$ cat src/rtl/mem_arb_pkg.sv
// Shared types for the unified instruction/data memory arbiter: FSM states,
// requester ownership and the latency counter width.
package mem_arb_pkg;

    typedef enum logic [1:0] {
        IDLE  = 2'd0,
        ISSUE = 2'd1,
        WAIT  = 2'd2,
        DONE  = 2'd3
    } arbState_t;

    typedef enum logic {
        OWN_DM = 1'b0,
        OWN_IF = 1'b1
    } owner_t;

    localparam int LAT_W = 3;

endpackage

$ cat src/rtl/unified_mem_arbiter_if.sv
// Pipeline-side (IF/MEM) and memory-side signals of the unified memory arbiter.
// master is the arbiter's view; slave is the pipeline/memory environment's view.
interface unified_mem_arbiter_if #(
    parameter int AW = 32,
    parameter int DW = 32
);
    logic          if_req;
    logic [AW-1:0] if_addr;
    logic [DW-1:0] if_rdata;
    logic          if_ready;

    logic          dm_req;
    logic          dm_we;
    logic [AW-1:0] dm_addr;
    logic [DW-1:0] dm_wdata;
    logic [DW-1:0] dm_rdata;
    logic          dm_ready;

    logic          mem_en;
    logic          mem_we;
    logic [AW-1:0] mem_addr;
    logic [DW-1:0] mem_wdata;
    logic [DW-1:0] mem_rdata;

    logic          busy;

    modport master (
        input  if_req, if_addr, dm_req, dm_we, dm_addr, dm_wdata, mem_rdata,
        output if_rdata, if_ready, dm_rdata, dm_ready,
               mem_en, mem_we, mem_addr, mem_wdata, busy
    );

    modport slave (
        output if_req, if_addr, dm_req, dm_we, dm_addr, dm_wdata, mem_rdata,
        input  if_rdata, if_ready, dm_rdata, dm_ready,
               mem_en, mem_we, mem_addr, mem_wdata, busy
    );
endinterface

$ cat src/rtl/mem_arb_prio.sv
// Grant decision between fetch and data requests, with a streak counter that
// forces a fetch grant after MAX_DM_STREAK data grants while fetch waits.
module mem_arb_prio
    import mem_arb_pkg::*;
#(
    parameter int MAX_DM_STREAK = 4
) (
    input  logic   clk,
    input  logic   reset,
    input  logic   ifReq,
    input  logic   dmReq,
    input  logic   grantEn,
    output logic   grantValid,
    output owner_t grantOwner
);
    localparam int SW = $clog2(MAX_DM_STREAK + 1);
    localparam logic [SW-1:0] STREAK_MAX = SW'(MAX_DM_STREAK);

    logic [SW-1:0] streak;

    // NOTE: every output gets a default before the branches, so no path leaves
    // a value unassigned and no latch is inferred.
    always_comb begin
        grantValid = 1'b0;
        grantOwner = OWN_DM;
        if (dmReq && !(ifReq && streak == STREAK_MAX)) begin
            grantValid = 1'b1;
            grantOwner = OWN_DM;
        end else if (ifReq) begin
            grantValid = 1'b1;
            grantOwner = OWN_IF;
        end
    end

    // NOTE: state registers use non-blocking assignments so every flop samples
    // pre-edge values regardless of statement or process order.
    always_ff @(posedge clk or posedge reset) begin
        if (reset) begin
            streak <= '0;
        end else if (grantEn && grantValid) begin
            if (grantOwner == OWN_DM && ifReq) begin
                if (streak != STREAK_MAX) streak <= streak + 1'b1;
            end else begin
                streak <= '0;
            end
        end
    end

endmodule

$ cat src/rtl/unified_mem_arbiter.sv
// Shares one single-ported fixed-latency memory between fetch and data access;
// every access runs IDLE -> ISSUE -> (WAIT) -> DONE with fully registered outputs.
module unified_mem_arbiter
    import mem_arb_pkg::*;
#(
    parameter int AW            = 32,
    parameter int DW            = 32,
    parameter int MEM_LAT       = 2,
    parameter int MAX_DM_STREAK = 4
) (
    input logic                   clk,
    input logic                   reset,
    unified_mem_arbiter_if.master bus
);
    arbState_t        state, nextState;
    logic [LAT_W-1:0] latCnt;
    owner_t           owner;
    logic             latWe;

    logic             grantValid;
    owner_t           grantOwner;
    logic             startGrant;
    logic             grantWe;
    logic [AW-1:0]    grantAddr;
    logic [DW-1:0]    grantWdata;

    mem_arb_prio #(
        .MAX_DM_STREAK(MAX_DM_STREAK)
    ) prio (
        .clk       (clk),
        .reset     (reset),
        .ifReq     (bus.if_req),
        .dmReq     (bus.dm_req),
        .grantEn   (state == IDLE),
        .grantValid(grantValid),
        .grantOwner(grantOwner)
    );

    assign startGrant = (state == IDLE) && grantValid;

    always_comb begin
        grantWe    = 1'b0;
        grantAddr  = bus.if_addr;
        grantWdata = '0;
        if (grantOwner == OWN_DM) begin
            grantWe    = bus.dm_we;
            grantAddr  = bus.dm_addr;
            grantWdata = bus.dm_wdata;
        end
    end

    always_comb begin
        nextState = state;
        unique case (state)
            IDLE:    if (grantValid) nextState = ISSUE;
            ISSUE:   nextState = latWe ? DONE : WAIT;
            WAIT:    if (latCnt == '0) nextState = DONE;
            DONE:    nextState = IDLE;
            default: nextState = IDLE;
        endcase
    end

    // Outputs are computed from nextState so each pulse lands in the cycle of
    // the state it belongs to while still coming straight from a flop.
    always_ff @(posedge clk or posedge reset) begin
        if (reset) begin
            state         <= IDLE;
            latCnt        <= '0;
            owner         <= OWN_DM;
            latWe         <= 1'b0;
            bus.mem_en    <= 1'b0;
            bus.mem_we    <= 1'b0;
            bus.mem_addr  <= '0;
            bus.mem_wdata <= '0;
            bus.if_rdata  <= '0;
            bus.if_ready  <= 1'b0;
            bus.dm_rdata  <= '0;
            bus.dm_ready  <= 1'b0;
            bus.busy      <= 1'b0;
        end else begin
            state <= nextState;

            if (startGrant) begin
                owner         <= grantOwner;
                latWe         <= grantWe;
                bus.mem_addr  <= grantAddr;
                bus.mem_wdata <= grantWdata;
            end
            bus.mem_en <= startGrant;
            bus.mem_we <= startGrant && grantWe;

            if (state == ISSUE)     latCnt <= LAT_W'(MEM_LAT - 1);
            else if (state == WAIT) latCnt <= latCnt - 1'b1;

            if (state == WAIT && latCnt == '0) begin
                if (owner == OWN_IF) bus.if_rdata <= bus.mem_rdata;
                else                 bus.dm_rdata <= bus.mem_rdata;
            end

            bus.if_ready <= (nextState == DONE) && (owner == OWN_IF);
            bus.dm_ready <= (nextState == DONE) && (owner == OWN_DM);
            bus.busy     <= (nextState != IDLE);
        end
    end

endmodule

$ cat src/flat_wrapper.sv
// flat-port wrapper written by rule: the top's interface ports become plain ports
module unified_mem_arbiter_flat import mem_arb_pkg::*;
#(
    parameter int AW            = 32,
    parameter int DW            = 32,
    parameter int MEM_LAT       = 2,
    parameter int MAX_DM_STREAK = 4
)
  (clk, reset, bus_if_req, bus_if_addr, bus_dm_req, bus_dm_we, bus_dm_addr, bus_dm_wdata, bus_mem_rdata, bus_if_rdata, bus_if_ready, bus_dm_rdata, bus_dm_ready, bus_mem_en, bus_mem_we, bus_mem_addr, bus_mem_wdata, bus_busy);
  unified_mem_arbiter_if #(.AW(AW), .DW(DW)) bus_i ();
  input logic clk;
  input logic reset;
  input wire logic [$bits(bus_i.if_req)-1:0] bus_if_req;
  input wire logic [$bits(bus_i.if_addr)-1:0] bus_if_addr;
  input wire logic [$bits(bus_i.dm_req)-1:0] bus_dm_req;
  input wire logic [$bits(bus_i.dm_we)-1:0] bus_dm_we;
  input wire logic [$bits(bus_i.dm_addr)-1:0] bus_dm_addr;
  input wire logic [$bits(bus_i.dm_wdata)-1:0] bus_dm_wdata;
  input wire logic [$bits(bus_i.mem_rdata)-1:0] bus_mem_rdata;
  output wire logic [$bits(bus_i.if_rdata)-1:0] bus_if_rdata;
  output wire logic [$bits(bus_i.if_ready)-1:0] bus_if_ready;
  output wire logic [$bits(bus_i.dm_rdata)-1:0] bus_dm_rdata;
  output wire logic [$bits(bus_i.dm_ready)-1:0] bus_dm_ready;
  output wire logic [$bits(bus_i.mem_en)-1:0] bus_mem_en;
  output wire logic [$bits(bus_i.mem_we)-1:0] bus_mem_we;
  output wire logic [$bits(bus_i.mem_addr)-1:0] bus_mem_addr;
  output wire logic [$bits(bus_i.mem_wdata)-1:0] bus_mem_wdata;
  output wire logic [$bits(bus_i.busy)-1:0] bus_busy;
  assign bus_i.if_req = bus_if_req;
  assign bus_i.if_addr = bus_if_addr;
  assign bus_i.dm_req = bus_dm_req;
  assign bus_i.dm_we = bus_dm_we;
  assign bus_i.dm_addr = bus_dm_addr;
  assign bus_i.dm_wdata = bus_dm_wdata;
  assign bus_i.mem_rdata = bus_mem_rdata;
  assign bus_if_rdata = bus_i.if_rdata;
  assign bus_if_ready = bus_i.if_ready;
  assign bus_dm_rdata = bus_i.dm_rdata;
  assign bus_dm_ready = bus_i.dm_ready;
  assign bus_mem_en = bus_i.mem_en;
  assign bus_mem_we = bus_i.mem_we;
  assign bus_mem_addr = bus_i.mem_addr;
  assign bus_mem_wdata = bus_i.mem_wdata;
  assign bus_busy = bus_i.busy;
  unified_mem_arbiter #(.AW(AW), .DW(DW), .MEM_LAT(MEM_LAT), .MAX_DM_STREAK(MAX_DM_STREAK)) u_core (.clk(clk), .reset(reset), .bus(bus_i));
endmodule
$ cat config.mk
export PLATFORM = sky130hd
export DESIGN_NAME = unified_mem_arbiter_flat
export DESIGN_NICKNAME = d
export VERILOG_FILES = /design/src/rtl/mem_arb_pkg.sv /design/src/rtl/unified_mem_arbiter_if.sv /design/src/rtl/mem_arb_prio.sv /design/src/rtl/unified_mem_arbiter.sv /design/src/flat_wrapper.sv
export SDC_FILE = /design/constraint.sdc
export NUM_CORES = 1
export LEC_CHECK = 0
export CAP_MARGIN = 20
export CORE_MARGIN = 2
export CORE_UTILIZATION = 35
export DETAILED_ROUTE_END_ITERATION = 8
export PLACE_DENSITY = 0.69
export SKIP_CTS_REPAIR_TIMING = 1
export SYNTH_ARGS = -nofsm -noshare
export SYNTH_HDL_FRONTEND = slang
export SYNTH_SLANG_ARGS = --single-unit
$ cat constraint.sdc
create_clock -name clk -period 5.19 [get_ports clk]
set_input_delay 0.519 -clock clk [delete_from_list [all_inputs] [get_ports clk]]
set_output_delay 0.519 -clock clk [all_outputs]
set_load 0.1 [all_outputs]
[Word-level counts from Yosys, hierarchy flattened]
Index checks and enable logic that the tools add are counted.
Widths: inputs -> output; s select.
Cells by class
  $add $sub $neg: 2
  eq/ne operators: 7
  multiplexer cells: 14
  bitwise logic cells: 2
  reduce and logical (&&, ||, !) cells: 16
Operators with widths (number)
  $mux 32: 2
  $mux 3: 4
  $logic_and 1x1->1: 8
  $pmux 2 s4: 1
  $eq 2x2->1 const B: 3
  $reduce_and 2->1: 3
  $mux 1: 5
  $mux 2: 2
  $reduce_bool 2->1: 2
  $add 3x1->3 const B: 1
  $eq 3x3->1 const B: 1
  $logic_not 3->1: 1
  $ne 3x3->1 const B: 1
  $sub 3x1->3 const B: 1
  $eq 2x1->1 const B: 1
  $logic_not 2->1: 1
  $ne 2x1->1 const B: 1
  $not 1->1: 2
  $logic_not 1->1: 1
Word-level totals
  register bits after elaboration: 143
  input port bits: 133
  output and inout bits: 133
  logic and storage cells: 55

[Logic depth before layout (Yosys ltp)]
  depth after elaboration: 9
  gate-level depth with buffers: 9
  gate-level depth less buffers: 6

[Cells and area by module]
From an unflattened synthesis, not the netlist that was laid out.
Unflattened totals
  cell total of the unflattened synthesis: 487
  area, all modules: 6189.7 µm²
Modules (own cells, without submodules)
  unified_mem_arbiter: times used 1, cells each 465, area an instance 6002.0 µm², seq. area each 3503.4 µm²
  mem_arb_prio: times used 1, cells each 22, area an instance 187.7 µm², seq. area each 75.1 µm²

[Worst setup path before layout]
No wires, ideal clock.
  path type: register -> register
  from: register u_core.latCnt[0]
  to: register u_core.bus.dm_rdata[0]
  library setup time: 0.126 ns
  arrival time: 1.472 ns
  required time: 5.064 ns
  slack: 3.592 ns
  stages on the path, launching flop included: 7
  buffers on the path: 1
  clock period less this slack: 1.598 ns
  cell sequence: dfrtp_1 -> inv_1 -> ha_1 -> ha_1 -> nand3b_1 -> buf_2 -> mux2_2
Between the ends
  longest elaborated chain between the ends: 3
RTL lines
  start: declaration: RTL line unified_mem_arbiter.sv:16  | logic [LAT_W-1:0] latCnt;
  start signal: assignment: RTL line unified_mem_arbiter.sv:92  | if (state == ISSUE) latCnt <= LAT_W'(MEM_LAT - 1);
  start signal: assignment: RTL line unified_mem_arbiter.sv:93  | else if (state == WAIT) latCnt <= latCnt - 1'b1;
  $logic_not 3->1: RTL line unified_mem_arbiter.sv:95  | if (state == WAIT && latCnt == '0) begin
  $logic_and 1x1->1: RTL line unified_mem_arbiter.sv:95
  $reduce_and 2->1 (no source line)
  end signal: assignment: RTL line unified_mem_arbiter.sv:97  | else bus.dm_rdata <= bus.mem_rdata;
  end: declaration: RTL line unified_mem_arbiter_if.sv:29  | output if_rdata, if_ready, dm_rdata, dm_ready,
Every way passes these cells.
A chain may end at the register's enable or synchronous reset.

[Worst setup path in the final report]
  from: input port bus_dm_req
  to: register u_core.bus.mem_wdata[3] in the netlist's numbering
Between the ends
  longest elaborated chain between the ends: 3
  elaborated cells on any way between the ends: 5
  classes of those cells: 3 x mux; 2 x reduce/logical
RTL lines
  start: declaration: RTL line flat_wrapper.sv:15  | input wire logic [$bits(bus_i.dm_req)-1:0] bus_dm_req;
  $logic_and 1x1->1 *: RTL line mem_arb_prio.sv:26  | if (dmReq && !(ifReq && streak == STREAK_MAX)) begin
  $mux 1: RTL line mem_arb_prio.sv:26
  $mux 32 / $logic_and 1x1->1 (equally long branches): RTL line unified_mem_arbiter.sv:45, unified_mem_arbiter.sv:39
  end signal: assignment: RTL line unified_mem_arbiter.sv:87  | bus.mem_wdata <= grantWdata;
  end: declaration: RTL line unified_mem_arbiter_if.sv:30  | mem_en, mem_we, mem_addr, mem_wdata, busy
Mark *: on every way between the ends. The rest lies on a longest branch, timed or not.

==> metrics.md <==
| Metric | Value |
|---|---|
| Crit Path Class | `in2reg` |
| M1 WL | `6.72 mm` |
| Final period util | `between 40% and 50%` |
| Post-DP HPWL | `between 10 and 15 mm` |
| Top Metal Used | `met4` |
| F_max | `397 MHz` |
| Syn_area_per_cell | `roughly 12 sq um` |
| Layout area overhead | `55.7%` |
| Ranking of synthesized cells by area | `dfrtp_1 59%, mux2_2 12%, nand2_1 8.4%, o211ai_2 5.4%, nand4_1 3.3%` |
| RSZ-0062 raised after global routing | `false` |
| Layout fillers | `between 1k and 1.5k` |
| Setup crit start kind | `input port` |
| Tot GR Track Use | `around 18%` |
| IO Port Bufs | `between 200 and 300` |
| Synthesized cell area | `about 0.0061 sq mm` |
| CTS tree | `yes` |
| Post-layout nets | `920` |
| Area leader, netlist | `dfrtp_1` |
| Clock Skew | `a little over 0.01 ns` |
| Clock root buffer | `clkbuf_16` |
| Average routed wire per standard cell | `16.4 um` |
| Synth Instances | `525` |
| Synth Register Bits | `approximately 140` |
| Cells after DPL | `983` |
| Total die area | `~0.018 sq mm` |
| Buf/Inv on CP | `1` |
| Slew headroom | `between 20% and 30%` |
| DRT Wirelength | `approximately 17 mm` |
| CP max-delay cell | `and2_4` |
| Ys Warns | `0` |
| Worst path arrival time | `about 2.8 ns` |
| Top FF cell, synth | `dfrtp_1` |
| Post-Layout Cell Count | `between 1k and 1.5k` |
| Multi-input logic area | `roughly 0.0023 sq mm` |
| DRT Pass-1 Iters | `4` |
| WL met2 | `8.21 mm` |
| Routability cong. | `roughly 0.74` |
| Reg2Reg Depth | `5` |
| WP data required | `approximately 5.4 ns` |
| Crit end category | `register` |
| Clk buf depth | `2` |
| Total number of vias | `4996` |
| Register area | `about 0.0036 sq mm` |
| Synth unique cells | `30` |
| Total congestion overflow | `0` |
| Ys async rst share | `100%` |
| Clk_lat worst skew | `between 0.4 and 0.5 ns` |
| Crit-path max FO | `67` |
| Syn nets | `between 600 and 700` |
| Die width | `136 um` |
| Core Rows | `48` |
| Final setup viols | `0` |
| Slew @ Worst Pin | `approximately 1.1 ns` |
| Outcome | `finished, final reports clean` |
| Core Area | `0.0171 sq mm` |
| I/O pins | `266` |
| Routed wl met3 | `between 1 and 1.5 mm` |
| Register area share after synthesis | `59.0%` |
| ANT cells | `0` |
| Largest net degree at the start of global routing | `117` |
| Routed Antenna Nets | `0` |
| Starting density of the core | `a little over a third` |
| Fin crit period | `2.52 ns` |
| Sink Count | `143` |
| Slowest stage delay, CP | `roughly 0.81 ns` |
| Hold Vio Cnt, Final | `0` |
| H-tree levels | `4` |
| # DRC | `0` |
| CP Depth | `4` |
| Post-synth EDFFs | `0` |
| Fraction of post-synthesis cell area in the top cell type by area | `59.0%` |
| Critical Path, Cell by Cell | `clkdlybuf4s50_1 -> a21bo_2 -> and2_4 -> o21ai_0` |
| Number of global-route vias before repair | `5180` |
| Layout cell share with drive strength beyond 1 | `16.9%` |
| Sum Neg Setup Slack | `0 ns` |
| Die Ht | `roughly 140 um` |
| Antenna violations before repair | `0` |
| Via/cell ratio | `~5` |
| Worst hold path type | `in2async` |
| Number of max-cap violations | `0` |
| Slew Viols, Final | `0` |
| Starting DRT DRC Count | `around 180` |
| First-pass GRT wire length | `between 20 and 30 mm` |
| Reg clk slew, reported paths | `about 0.060 ns` |
| Delay-heaviest family, CP | `compound AO/OA/AOI/OAI gates` |
| Total CTS buffers | `17` |
==> synth_stat cells (all sizes together), types with 2 or more instances <==
cell / number
ha: 8
buf: 20
a21oi: 5
o211ai: 32
nand3b: 2
dfrtp: 143
nor2: 5
inv: 9
nor2b: 2
nand2b: 2
clkbuf: 18
mux2: 64
o21ai: 38
nand2: 136
nand4: 32
==> metal layers <==
metal / vias to the layer above / track usage (%)
li1: 2331 / -
met1: 2421 / 21.9
met2: 222 / 31.2
met3: 22 / 5.31
met4: 0 / 7.41
met5: - / 0
==> registers in the layout, indices dropped and copies added, names as in the netlist <==
| signal | flops |
|---|---|
| u_core.bus.mem_en | 1 |
| u_core.latCnt | 3 |
| u_core.bus.mem_wdata | 32 |
| u_core.latWe | 1 |
| u_core.bus.if_rdata | 32 |
| u_core.owner | 1 |
| u_core.bus.if_ready | 1 |
| u_core.prio.streak | 3 |
| u_core.state | 2 |
| u_core.bus.busy | 1 |
| u_core.bus.dm_rdata | 32 |
| u_core.bus.dm_ready | 1 |
| u_core.bus.mem_we | 1 |
| u_core.bus.mem_addr | 32 |
==> per-stage QoR <==
| stage | hold WS, ns | utilization, % | area, sq um | worst slack, ns |
|---|---|---|---|---|
| after floorplan | 0.440 | - | 6060 | 0.833 |
| after global placement | 0.453 | 51.8 | 8860 | 2.30 |
| after detailed placement | 0.470 | 51.8 | 8860 | 2.23 |
| after CTS | 0.480 | 54.9 | 9390 | 2.65 |
| after global routing | 0.480 | 55.1 | 9440 | 2.53 |
| final | 0.472 | 55.1 | 9440 | 2.67 |
==> layout make-up <==
| class | count | share of cell area [%] |
|---|---|---|
| inverters | 9 | 0.411 |
| multi-input cells | 335 | 24.0 |
| flip-flops and latches | 143 | 37.9 |
| repair buffers | 273 | 29.1 |
| clock inverters | 12 | 0.928 |
| clock buffers | 19 | 4.69 |
| well taps | 225 | 2.98 |
==> worst paths after layout <==
kind | start | endpoint | slack (ns)
worst max-delay path | bus_dm_req | u_core.bus.mem_wdata[3] | 2.67
worst min-delay path | reset | u_core.bus.dm_rdata[25] | 0.47
worst max register to register | u_core.prio.streak[0] | u_core.bus.mem_wdata[3] | 2.70
worst min register to register | u_core.latCnt[0] | u_core.latCnt[0] | 0.47
max in group asynchronous | reset | u_core.bus.mem_addr[19] | 4.02
min in group clk | u_core.latCnt[0] | u_core.latCnt[0] | 0.47
==> placed cells by master (no fill, tap or decap), drive strengths merged <==
master,instances
clkdlybuf4s50,265
inv,11
and3b,1
nand2b,2
clkinv,5
nor2,5
dfrtp,143
a21oi,5
nand4,32
o21a,1
a21bo,1
clkinvlp,5
and2,1
o31ai,1
clkbuf,19
mux2,64
nand2,136
o211ai,32
a32o,1
buf,8
nand3,1
o21ai,38
nor2b,2
a31o,1
ha,8
nand3b,2
a22o,1
==> cell families (layout without fill, tap and decap cells) <==
group           Yosys count  in the layout  share of synthesized area, %
simple gates            182            182                          13.1
flops                   143            143                          59.0
compound gates           81             81                          10.6
mux                      64             64                          11.9
buf+inv                  47            313                          3.76
fa+ha+maj                 8              8                          1.65
Power is left out: the tool's default activity adds up to more than one toggle a clock period on the data nets, which glitch-free logic cannot reach.
